**src/rtl/adc_pkg.sv**
```systemverilog
// Shared definitions for the ADC sweep reader: FSM state encoding, command
// format helpers and default widths/latencies.
package adc_pkg;

  localparam int DATA_W_DEF   = 16;
  localparam int PIPE_LAT_DEF = 2;
  localparam int CH_MAX_DEF   = 32;

  localparam logic [1:0] CMD_CONVERT = 2'b00;

  typedef enum logic [7:0] {
    IDLE = 8'd0,
    CSLO = 8'd1,
    SHFT = 8'd2,
    CSHI = 8'd3,
    STOR = 8'd4,
    LAST = 8'd5
  } state_t;

  // Frames past the last real channel only flush the ADC pipeline, so they
  // carry a harmless CONVERT(0).
  function automatic logic [15:0] convert_cmd(input logic [7:0] k, input logic [7:0] n_ch);
    logic [5:0] ch;
    ch = (k < n_ch) ? k[5:0] : 6'd0;
    return {CMD_CONVERT, ch, 8'h00};
  endfunction

  function automatic logic [7:0] clamp_ch(input logic [7:0] cnt, input logic [7:0] ch_max);
    if (cnt == 8'd0)   return 8'd1;
    if (cnt > ch_max)  return ch_max;
    return cnt;
  endfunction

endpackage

```
**src/rtl/adc_read_if.sv**
```systemverilog
// Command handshake and FIFO-A write port of the ADC sweep reader.
// master = command FSM / FIFO side, slave = adc_read.
interface adc_read_if #(
  parameter int DATA_W = 16
);
  logic              fs_adc_read;
  logic              fd_adc_read;
  logic [7:0]        adc_cnt;
  logic              sweep_abort;
  logic              fifo_full;
  logic              fifo_txen;
  logic [DATA_W-1:0] fifo_txd;

  modport master (
    output fs_adc_read, adc_cnt, fifo_full,
    input  fd_adc_read, sweep_abort, fifo_txen, fifo_txd
  );

  modport slave (
    input  fs_adc_read, adc_cnt, fifo_full,
    output fd_adc_read, sweep_abort, fifo_txen, fifo_txd
  );
endinterface

```
**src/rtl/spi_frame.sv**
```systemverilog
// One mode-0 SPI frame: CLK_DIV-cycle SCLK half periods, DATA_W bits MSB
// first through a single shift register (MOSI out of the top, MISO in at the bottom).
module spi_frame #(
  parameter int DATA_W  = 16,
  parameter int CLK_DIV = 4
) (
  input  logic              sys_clk,
  input  logic              rst_all,
  input  logic              clr,
  input  logic              load,
  input  logic              start,
  input  logic [DATA_W-1:0] tx_word,
  input  logic              miso,
  output logic              sclk,
  output logic              mosi,
  output logic              done,
  output logic [DATA_W-1:0] rx_word
);

  localparam int DIV_W = (CLK_DIV > 1) ? $clog2(CLK_DIV) : 1;
  localparam int BIT_W = $clog2(DATA_W);

  logic              busy;
  logic [DIV_W-1:0]  div_cnt;
  logic [BIT_W-1:0]  bit_cnt;
  logic [DATA_W-1:0] shreg;
  logic              div_end;
  logic              last_bit;

  assign div_end  = (div_cnt == DIV_W'(CLK_DIV - 1));
  assign last_bit = (bit_cnt == BIT_W'(DATA_W - 1));
  assign done     = busy && !sclk && div_end && last_bit;
  assign mosi     = shreg[DATA_W-1];
  assign rx_word  = shreg;

  // NOTE: sequential state uses non-blocking assignments only, so every flop
  // sees the pre-edge value of its neighbours.
  always_ff @(posedge sys_clk or posedge rst_all) begin
    if (rst_all) begin
      busy    <= 1'b0;
      sclk    <= 1'b0;
      div_cnt <= '0;
      bit_cnt <= '0;
      shreg   <= '0;
    end else if (clr) begin
      busy    <= 1'b0;
      sclk    <= 1'b0;
      div_cnt <= '0;
      bit_cnt <= '0;
      shreg   <= '0;
    end else begin
      if (load) shreg <= tx_word;
      if (start) begin
        busy    <= 1'b1;
        sclk    <= 1'b1;
        div_cnt <= '0;
        bit_cnt <= '0;
      end else if (busy) begin
        if (!div_end) begin
          div_cnt <= div_cnt + 1'b1;
        end else begin
          div_cnt <= '0;
          if (sclk) begin
            // Last cycle of the high phase: capture MISO and advance MOSI together.
            sclk  <= 1'b0;
            shreg <= {shreg[DATA_W-2:0], miso};
          end else if (last_bit) begin
            busy <= 1'b0;
          end else begin
            sclk    <= 1'b1;
            bit_cnt <= bit_cnt + 1'b1;
          end
        end
      end
    end
  end

endmodule

```
**src/rtl/adc_read.sv**
```systemverilog
// ADC sweep reader: answers the fs/fd_adc_read handshake by converting n_ch
// channels on a pipelined SPI ADC and writing each sample to FIFO-A.
// Build option: define ADC_DUMMY_EN to store the pattern {sample_idx, 8'hA5}.
module adc_read
  import adc_pkg::*;
#(
  parameter int CH_MAX   = CH_MAX_DEF,
  parameter int DATA_W   = DATA_W_DEF,
  parameter int CLK_DIV  = 4,
  parameter int PIPE_LAT = PIPE_LAT_DEF
) (
  input  logic       sys_clk,
  input  logic       rst_all,
  adc_read_if.slave  bus,
  output logic       spi_cs_n,
  output logic       spi_sclk,
  output logic       spi_mosi,
  input  logic       spi_miso
);

  localparam int TMR_W = $clog2(3 * CLK_DIV) + 1;
  localparam logic [TMR_W-1:0] CS_LO_END = TMR_W'(CLK_DIV - 1);
  localparam logic [TMR_W-1:0] CS_HOLD   = TMR_W'(CLK_DIV);
  localparam logic [TMR_W-1:0] CS_HI_END = TMR_W'(3 * CLK_DIV - 1);

  state_t            state_q, state_d;
  logic [TMR_W-1:0]  tmr_q;
  logic [7:0]        n_ch_q, frame_q, frame_d, stored_q, frames_total;
  logic              fs_q, start_edge, abort, load, start, wr, frame_done;
  logic [DATA_W-1:0] tx_word, rx_word, sample;
  logic              fd_q, abort_q, txen_q;
  logic [DATA_W-1:0] txd_q;

  assign start_edge   = bus.fs_adc_read && !fs_q;
  assign frames_total = n_ch_q + 8'(PIPE_LAT);
  assign tx_word      = DATA_W'(convert_cmd(frame_d, n_ch_q));

`ifdef ADC_DUMMY_EN
  assign sample = DATA_W'({stored_q, 8'hA5});
`else
  assign sample = rx_word;
`endif

  // NOTE: every always_comb output gets a default first so no path infers a latch.
  always_comb begin
    state_d = state_q;
    frame_d = frame_q;
    load    = 1'b0;
    start   = 1'b0;
    wr      = 1'b0;
    abort   = !bus.fs_adc_read && (state_q inside {CSLO, SHFT, CSHI, STOR});
    case (state_q)
      IDLE: if (start_edge) begin
        state_d = CSLO;
        frame_d = 8'd0;
        load    = 1'b1;
      end
      CSLO: if (tmr_q == CS_LO_END) begin
        state_d = SHFT;
        start   = 1'b1;
      end
      SHFT: if (frame_done) state_d = CSHI;
      CSHI: if (tmr_q == CS_HI_END) begin
        frame_d = frame_q + 8'd1;
        if (frame_q >= 8'(PIPE_LAT)) begin
          state_d = STOR;
        end else begin
          state_d = CSLO;
          load    = 1'b1;
        end
      end
      STOR: if (!bus.fifo_full) begin
        wr = 1'b1;
        if (frame_q < frames_total) begin
          state_d = CSLO;
          load    = 1'b1;
        end else begin
          state_d = LAST;
        end
      end
      LAST: if (!bus.fs_adc_read) state_d = IDLE;
      default: state_d = IDLE;
    endcase
    if (abort) begin
      state_d = IDLE;
      frame_d = frame_q;
      load    = 1'b0;
      start   = 1'b0;
      wr      = 1'b0;
    end
  end

  always_ff @(posedge sys_clk or posedge rst_all) begin
    if (rst_all) begin
      state_q  <= IDLE;
      tmr_q    <= '0;
      n_ch_q   <= 8'd1;
      frame_q  <= 8'd0;
      stored_q <= 8'd0;
      // NOTE: reset the edge detector to 1 so a start level held through reset
      // needs a fresh rising edge before a sweep begins.
      fs_q     <= 1'b1;
      fd_q     <= 1'b0;
      abort_q  <= 1'b0;
      txen_q   <= 1'b0;
      txd_q    <= '0;
    end else begin
      state_q <= state_d;
      tmr_q   <= (state_d != state_q) ? '0 : tmr_q + 1'b1;
      frame_q <= frame_d;
      fs_q    <= bus.fs_adc_read;
      if (state_q == IDLE && start_edge) begin
        n_ch_q   <= clamp_ch(bus.adc_cnt, 8'(CH_MAX));
        stored_q <= 8'd0;
      end else if (wr) begin
        stored_q <= stored_q + 8'd1;
      end
      if (wr) txd_q <= sample;
      txen_q  <= wr;
      fd_q    <= (state_d == LAST);
      abort_q <= abort;
    end
  end

  // Chip select decodes straight from registered state, so it drops back to
  // idle in the same cycle as an abort or reset.
  assign spi_cs_n = !((state_q == CSLO) || (state_q == SHFT) ||
                      (state_q == CSHI && tmr_q < CS_HOLD));

  assign bus.fd_adc_read = fd_q;
  assign bus.sweep_abort = abort_q;
  assign bus.fifo_txen   = txen_q;
  assign bus.fifo_txd    = txd_q;

  spi_frame #(
    .DATA_W  (DATA_W),
    .CLK_DIV (CLK_DIV)
  ) u_spi_frame (
    .sys_clk (sys_clk),
    .rst_all (rst_all),
    .clr     (abort),
    .load    (load),
    .start   (start),
    .tx_word (tx_word),
    .miso    (spi_miso),
    .sclk    (spi_sclk),
    .mosi    (spi_mosi),
    .done    (frame_done),
    .rx_word (rx_word)
  );

endmodule

```
**src/flat_wrapper.sv**
```systemverilog
// flat-port wrapper written by rule: the top's interface ports become plain ports
module adc_read_flat import adc_pkg::*;
#(
  parameter int CH_MAX   = CH_MAX_DEF,
  parameter int DATA_W   = DATA_W_DEF,
  parameter int CLK_DIV  = 4,
  parameter int PIPE_LAT = PIPE_LAT_DEF
)
  (sys_clk, rst_all, spi_cs_n, spi_sclk, spi_mosi, spi_miso, bus_fs_adc_read, bus_adc_cnt, bus_fifo_full, bus_fd_adc_read, bus_sweep_abort, bus_fifo_txen, bus_fifo_txd);
  adc_read_if #(.DATA_W(DATA_W)) bus_i ();
  input  logic sys_clk;
  input  logic rst_all;
  output logic spi_cs_n;
  output logic spi_sclk;
  output logic spi_mosi;
  input  logic spi_miso;
  input wire logic [$bits(bus_i.fs_adc_read)-1:0] bus_fs_adc_read;
  input wire logic [$bits(bus_i.adc_cnt)-1:0] bus_adc_cnt;
  input wire logic [$bits(bus_i.fifo_full)-1:0] bus_fifo_full;
  output wire logic [$bits(bus_i.fd_adc_read)-1:0] bus_fd_adc_read;
  output wire logic [$bits(bus_i.sweep_abort)-1:0] bus_sweep_abort;
  output wire logic [$bits(bus_i.fifo_txen)-1:0] bus_fifo_txen;
  output wire logic [$bits(bus_i.fifo_txd)-1:0] bus_fifo_txd;
  assign bus_i.fs_adc_read = bus_fs_adc_read;
  assign bus_i.adc_cnt = bus_adc_cnt;
  assign bus_i.fifo_full = bus_fifo_full;
  assign bus_fd_adc_read = bus_i.fd_adc_read;
  assign bus_sweep_abort = bus_i.sweep_abort;
  assign bus_fifo_txen = bus_i.fifo_txen;
  assign bus_fifo_txd = bus_i.fifo_txd;
  adc_read #(.CH_MAX(CH_MAX), .DATA_W(DATA_W), .CLK_DIV(CLK_DIV), .PIPE_LAT(PIPE_LAT)) u_core (.sys_clk(sys_clk), .rst_all(rst_all), .bus(bus_i), .spi_cs_n(spi_cs_n), .spi_sclk(spi_sclk), .spi_mosi(spi_mosi), .spi_miso(spi_miso));
endmodule
```
**config.mk**
```make
export PLATFORM = sky130hd
export DESIGN_NAME = adc_read_flat
export DESIGN_NICKNAME = d
export VERILOG_FILES = /design/src/rtl/adc_pkg.sv /design/src/rtl/adc_read_if.sv /design/src/rtl/spi_frame.sv /design/src/rtl/adc_read.sv /design/src/flat_wrapper.sv
export SDC_FILE = /design/constraint.sdc
export NUM_CORES = 1
export LEC_CHECK = 0
export CAP_MARGIN = 10
export CELL_PAD_IN_SITES_DETAIL_PLACEMENT = 1
export CELL_PAD_IN_SITES_GLOBAL_PLACEMENT = 1
export CORE_ASPECT_RATIO = 0.8
export CORE_UTILIZATION = 45
export CTS_CLUSTER_DIAMETER = 50
export DETAILED_ROUTE_END_ITERATION = 12
export DONT_BUFFER_PORTS = 1
export PLACE_DENSITY = 0.76
export SLEW_MARGIN = 15
export SYNTH_ARGS = -nofsm -noshare
export SYNTH_HDL_FRONTEND = slang
export SYNTH_SLANG_ARGS = --single-unit
```
**constraint.sdc**
```tcl
create_clock -name sys_clk -period 4 [get_ports sys_clk]
set_input_delay 0.8 -clock sys_clk [delete_from_list [all_inputs] [get_ports sys_clk]]
set_output_delay 0.8 -clock sys_clk [all_outputs]
set_load 0.01 [all_outputs]
```
==> summary.md <==
| Metric | Value |
|---|---|
| Synth top area share | 46.6% |
| Worst slew pin tran | between 0.7 and 0.8 ns |
| Worst-Skew Late Latency | 0.36 ns |
| Fmax | roughly 0.27 GHz |
| FP Rows | 29 |
| Starting Density | 47.3% |
| Layout area overhead | 9.55% |
| Status | finished clean |
| Crit path kind | reg -> reg |
| Final Hold Fails | 0 |
| ANT cells | 0 |
| Post-DP HPWL | 7.09 mm |
| Hold buffer count at CTS | 0 |
| Setup TNS | 0 ns |
| # fillers | 951 |
| Initial drt markers | 145 |
| Critical Path Source Type | flop |
| Critical path required time | about 4.3 ns |
| Max incr delay on CP | 0.68 ns |
| Final Skew | 0.0114 ns |
| Lkg Pwr | 0.00188 uW |
| CTS Sinks | 73 |
| Final setup fails | 0 |
| Drt total wl | 9.86 mm |
| Post-CTS resize count | 0 |
| Cell Chain, Critical Path | or4_1 > nor2_2 > nand4_1 > nand2b_1 > o21ai_0 > ha_1 > nand4_1 > nor2_1 > a221o_1 > nor4b_4 > a221o_1 |
| Post CTS Setup Buffer Count | 0 |
| Worst-path clk slew | ~0.09 ns |
| Root Buffer | clkbuf_8 |
| Top cells by count, synth | nand2_1 (79), dfrtp_1 (71), o21ai_0 (25) |
| Mapped cell area | roughly 0.0038 mm2 |
| Fin Hold WS | 0.430 ns |
| Cell Pwr Density | 414 mW/mm2 |
| Placer Congestion | approximately 0.87 |
| EDFF count, synth | 0 |
| Htree depth | 3 |
| DRC | 0 |
| Grt ovf | 0 |
| CP Buf/Inv Count | 0 |
| Async set-or-reset flop fraction in the synthesized netlist | 100% |
| Vias in the first global route | roughly 3,200 |
| Max cap viols | 0 |
| Setup crit end kind | flop |
| Nets | between 400 and 500 |
| First-pass GRT wire length | 17.0 mm |
| Post-Syn Area per Cell | approximately 9.4 um2 |
| Core ar. | 0.00806 mm2 |
| Pin count of the biggest net entering global routing | 35 |
| Routed vias | ~3,000 |
| Post-synthesis cell type count | 59 |
| Syn. warnings | 0 |
| VDD IR max | 0.336 mV |
| Internal power | about 1200 uW |
| Logic pwr share | 13.6% |
| Clock power frac | between 30% and 40% |
| Synth Register Bits | 73 |
| Seq/Total Area, Yosys | 48.0% |
| CTS tree | done |
| Drt pass-1 iters | 4 |
| I/O pin count | 35 |
| Setup WS pre-CTS | between 0.3 and 0.4 ns |
| Synth area leader | dfrtp_1 |
| Max stage delay cell, worst path | or4_1 |
| GR Util All Layers | about 25% |
| Share of cells above drive strength 1 | roughly 10% |
| Post-synthesis cell count | around 400 |
| Final period util | 92.6% |
| Port bufs | 0 |
| Setup ws final | 0.294 ns |
| RSZ-0062 raised after global routing | false |
| Via/cell ratio | 5.83 |
| Max-slew headroom | 52.7% |
| Most common cell in the netlist | nand2_1 |
| P_sw | 510 uW |
| Die area | 0.00884 mm2 |
| Cts bufs inserted | 9 |
| Tightest Hold Check Type | in -> async |
| Wire per inst | 18.7 um |
| CP delay by family, top | simple AND/OR/NAND/NOR gates |
| Ys flop type | dfrtp_1 |
| Switching share of power | 29.5% |
| Maximum fanout along the worst path | 8 |
| Arrival time worst endpoint | 3.99 ns |
| ANT nets after route | 0 |
| Max Slew Vio Count | 0 |
| Ranking of synthesized cells by area | dfrtp_1 (47%), nand2_1 (7.8%), ha_1 (6.6%) |
| Final min period | between 3 and 4 ns |
| Sequential Power Share | 51.8% |
| Longest Clk Path Bufs | 2 |
| Initial antenna violation count | 0 |
| Die extent in y | 84.3 um |
| Die width | 105 um |
path summary, 6_finish.rpt:
| path | from | endpoint | slack [ns] | cells past startpoint |
|---|---|---|---|---|
| hold / removal | rst_all | u_core.bus.fifo_txd[9] | 0.43 | 1 |
| max in group asynchronous | rst_all | u_core.fs_q | 2.77 | 2 |
| setup / recovery | u_core.state_q[3] | u_core.u_spi_frame.rx_word[11] | 0.29 | 11 |
| min in group sys_clk | bus_fs_adc_read | u_core.fs_q | 0.43 | 0 |
| hold reg to reg | u_core.tmr_q[0] | u_core.tmr_q[0] | 0.47 | 1 |
| setup reg to reg | u_core.state_q[3] | u_core.u_spi_frame.rx_word[11] | 0.29 | 11 |
cell type report:
cell class	count	area [um2]	share of cell area [%]
clock buffers	9	124	2.97
repair buffers	10	75.1	1.80
flip-flops and latches	73	1830	43.8
clock inverters	7	78.8	1.89
multi-input cells	305	1880	45.0
well taps	108	135	3.24
inverters	14	52.6	1.26
power by group through the flow:
stage | sequential, uW | clock, uW | combinational (uW)
final | 896 | 599 | 234
after floorplan | 883 | 0 | 188
after detailed placement | 909 | 0 | 234
after CTS | 895 | 612 | 236
after global routing | 912 | 636 | 273
after global placement | 903 | 0 | 221
layer usage:
layer / routed length (um) / global-route usage, % / vias up
met3: 368 / 4.66 / 21
met1: 4810 / 34.0 / 1536
li1: - / - / 1440
met4: 199 / 8.19 / 0
met5: 0 / 0 / -
met2: 4480 / 39.0 / 70
cells by family (layout without fill, tap and decap cells):
family / after synthesis / after routing / synth area share [%]
XOR/XNOR: 10 / 10 / 2.30
flip-flops: 73 / 73 / 48.0
adder cells (fa/ha/maj): 20 / 20 / 6.57
buffers and inverters: 30 / 40 / 3.15
AO/OA/AOI/OAI: 82 / 82 / 14.8
multiplexers: 2 / 2 / 0.525
other: 1 / 5 / 0.0984
AND/OR/NAND/NOR: 186 / 186 / 24.6
stage by stage:
step	util, %	cell area (um2)	std cells	power, uW
final	51.8	4180	526	1730
after global placement	49.3	3970	510	1120
after global routing	51.8	4180	526	1820
after CTS	51.8	4170	526	1740
after floorplan	-	3830	408	1070
after detailed placement	49.3	3970	510	1140
state kept, by name, indices dropped and copies added (netlist names):
signal and cells:
u_core.frame_q 8, u_core.u_spi_frame.busy 1, u_core.n_ch_q 8, u_core.tmr_q 5, u_core.fs_q 1, u_core.bus.fd_adc_read 1, u_core.u_spi_frame.sclk 1, u_core.state_q 8
u_core.u_spi_frame.rx_word 16, u_core.bus.fifo_txd 16, u_core.u_spi_frame.bit_cnt 4, u_core.bus.fifo_txen 1, u_core.u_spi_frame.div_cnt 2, u_core.bus.sweep_abort 1
placed cells by master, fill, tap and decap left out, types with 2 or more instances in the layout:
| cell type | n |
|---|---|
| o21ai_0 | 25 |
| nand2b_1 | 8 |
| o2111ai_1 | 2 |
| nor4_1 | 4 |
| a21oi_1 | 11 |
| o21ai_1 | 3 |
| o22ai_1 | 3 |
| o21a_1 | 3 |
| nand4_1 | 7 |
| mux2i_1 | 2 |
| a31oi_1 | 3 |
| or2_2 | 2 |
| a22o_1 | 10 |
| buf_4 | 10 |
| xnor2_1 | 8 |
| nand3_1 | 14 |
| dfstp_2 | 2 |
| inv_1 | 12 |
| dfrtp_1 | 71 |
| o2bb2ai_1 | 2 |
| ha_1 | 20 |
| nor2b_1 | 4 |
| a221o_1 | 6 |
| conb_1 | 5 |
| or3_1 | 2 |
| nor2_1 | 21 |
| or4_1 | 2 |
| nor3_1 | 15 |
| o31ai_1 | 4 |
| clkinv_4 | 4 |
| and2_1 | 7 |
| xor2_1 | 2 |
| nor2_2 | 3 |
| nor3b_1 | 3 |
| nand2_1 | 79 |
| clkbuf_8 | 9 |
| nor4bb_1 | 2 |
| o211ai_1 | 2 |
Power figures use the tool's default switching activity.
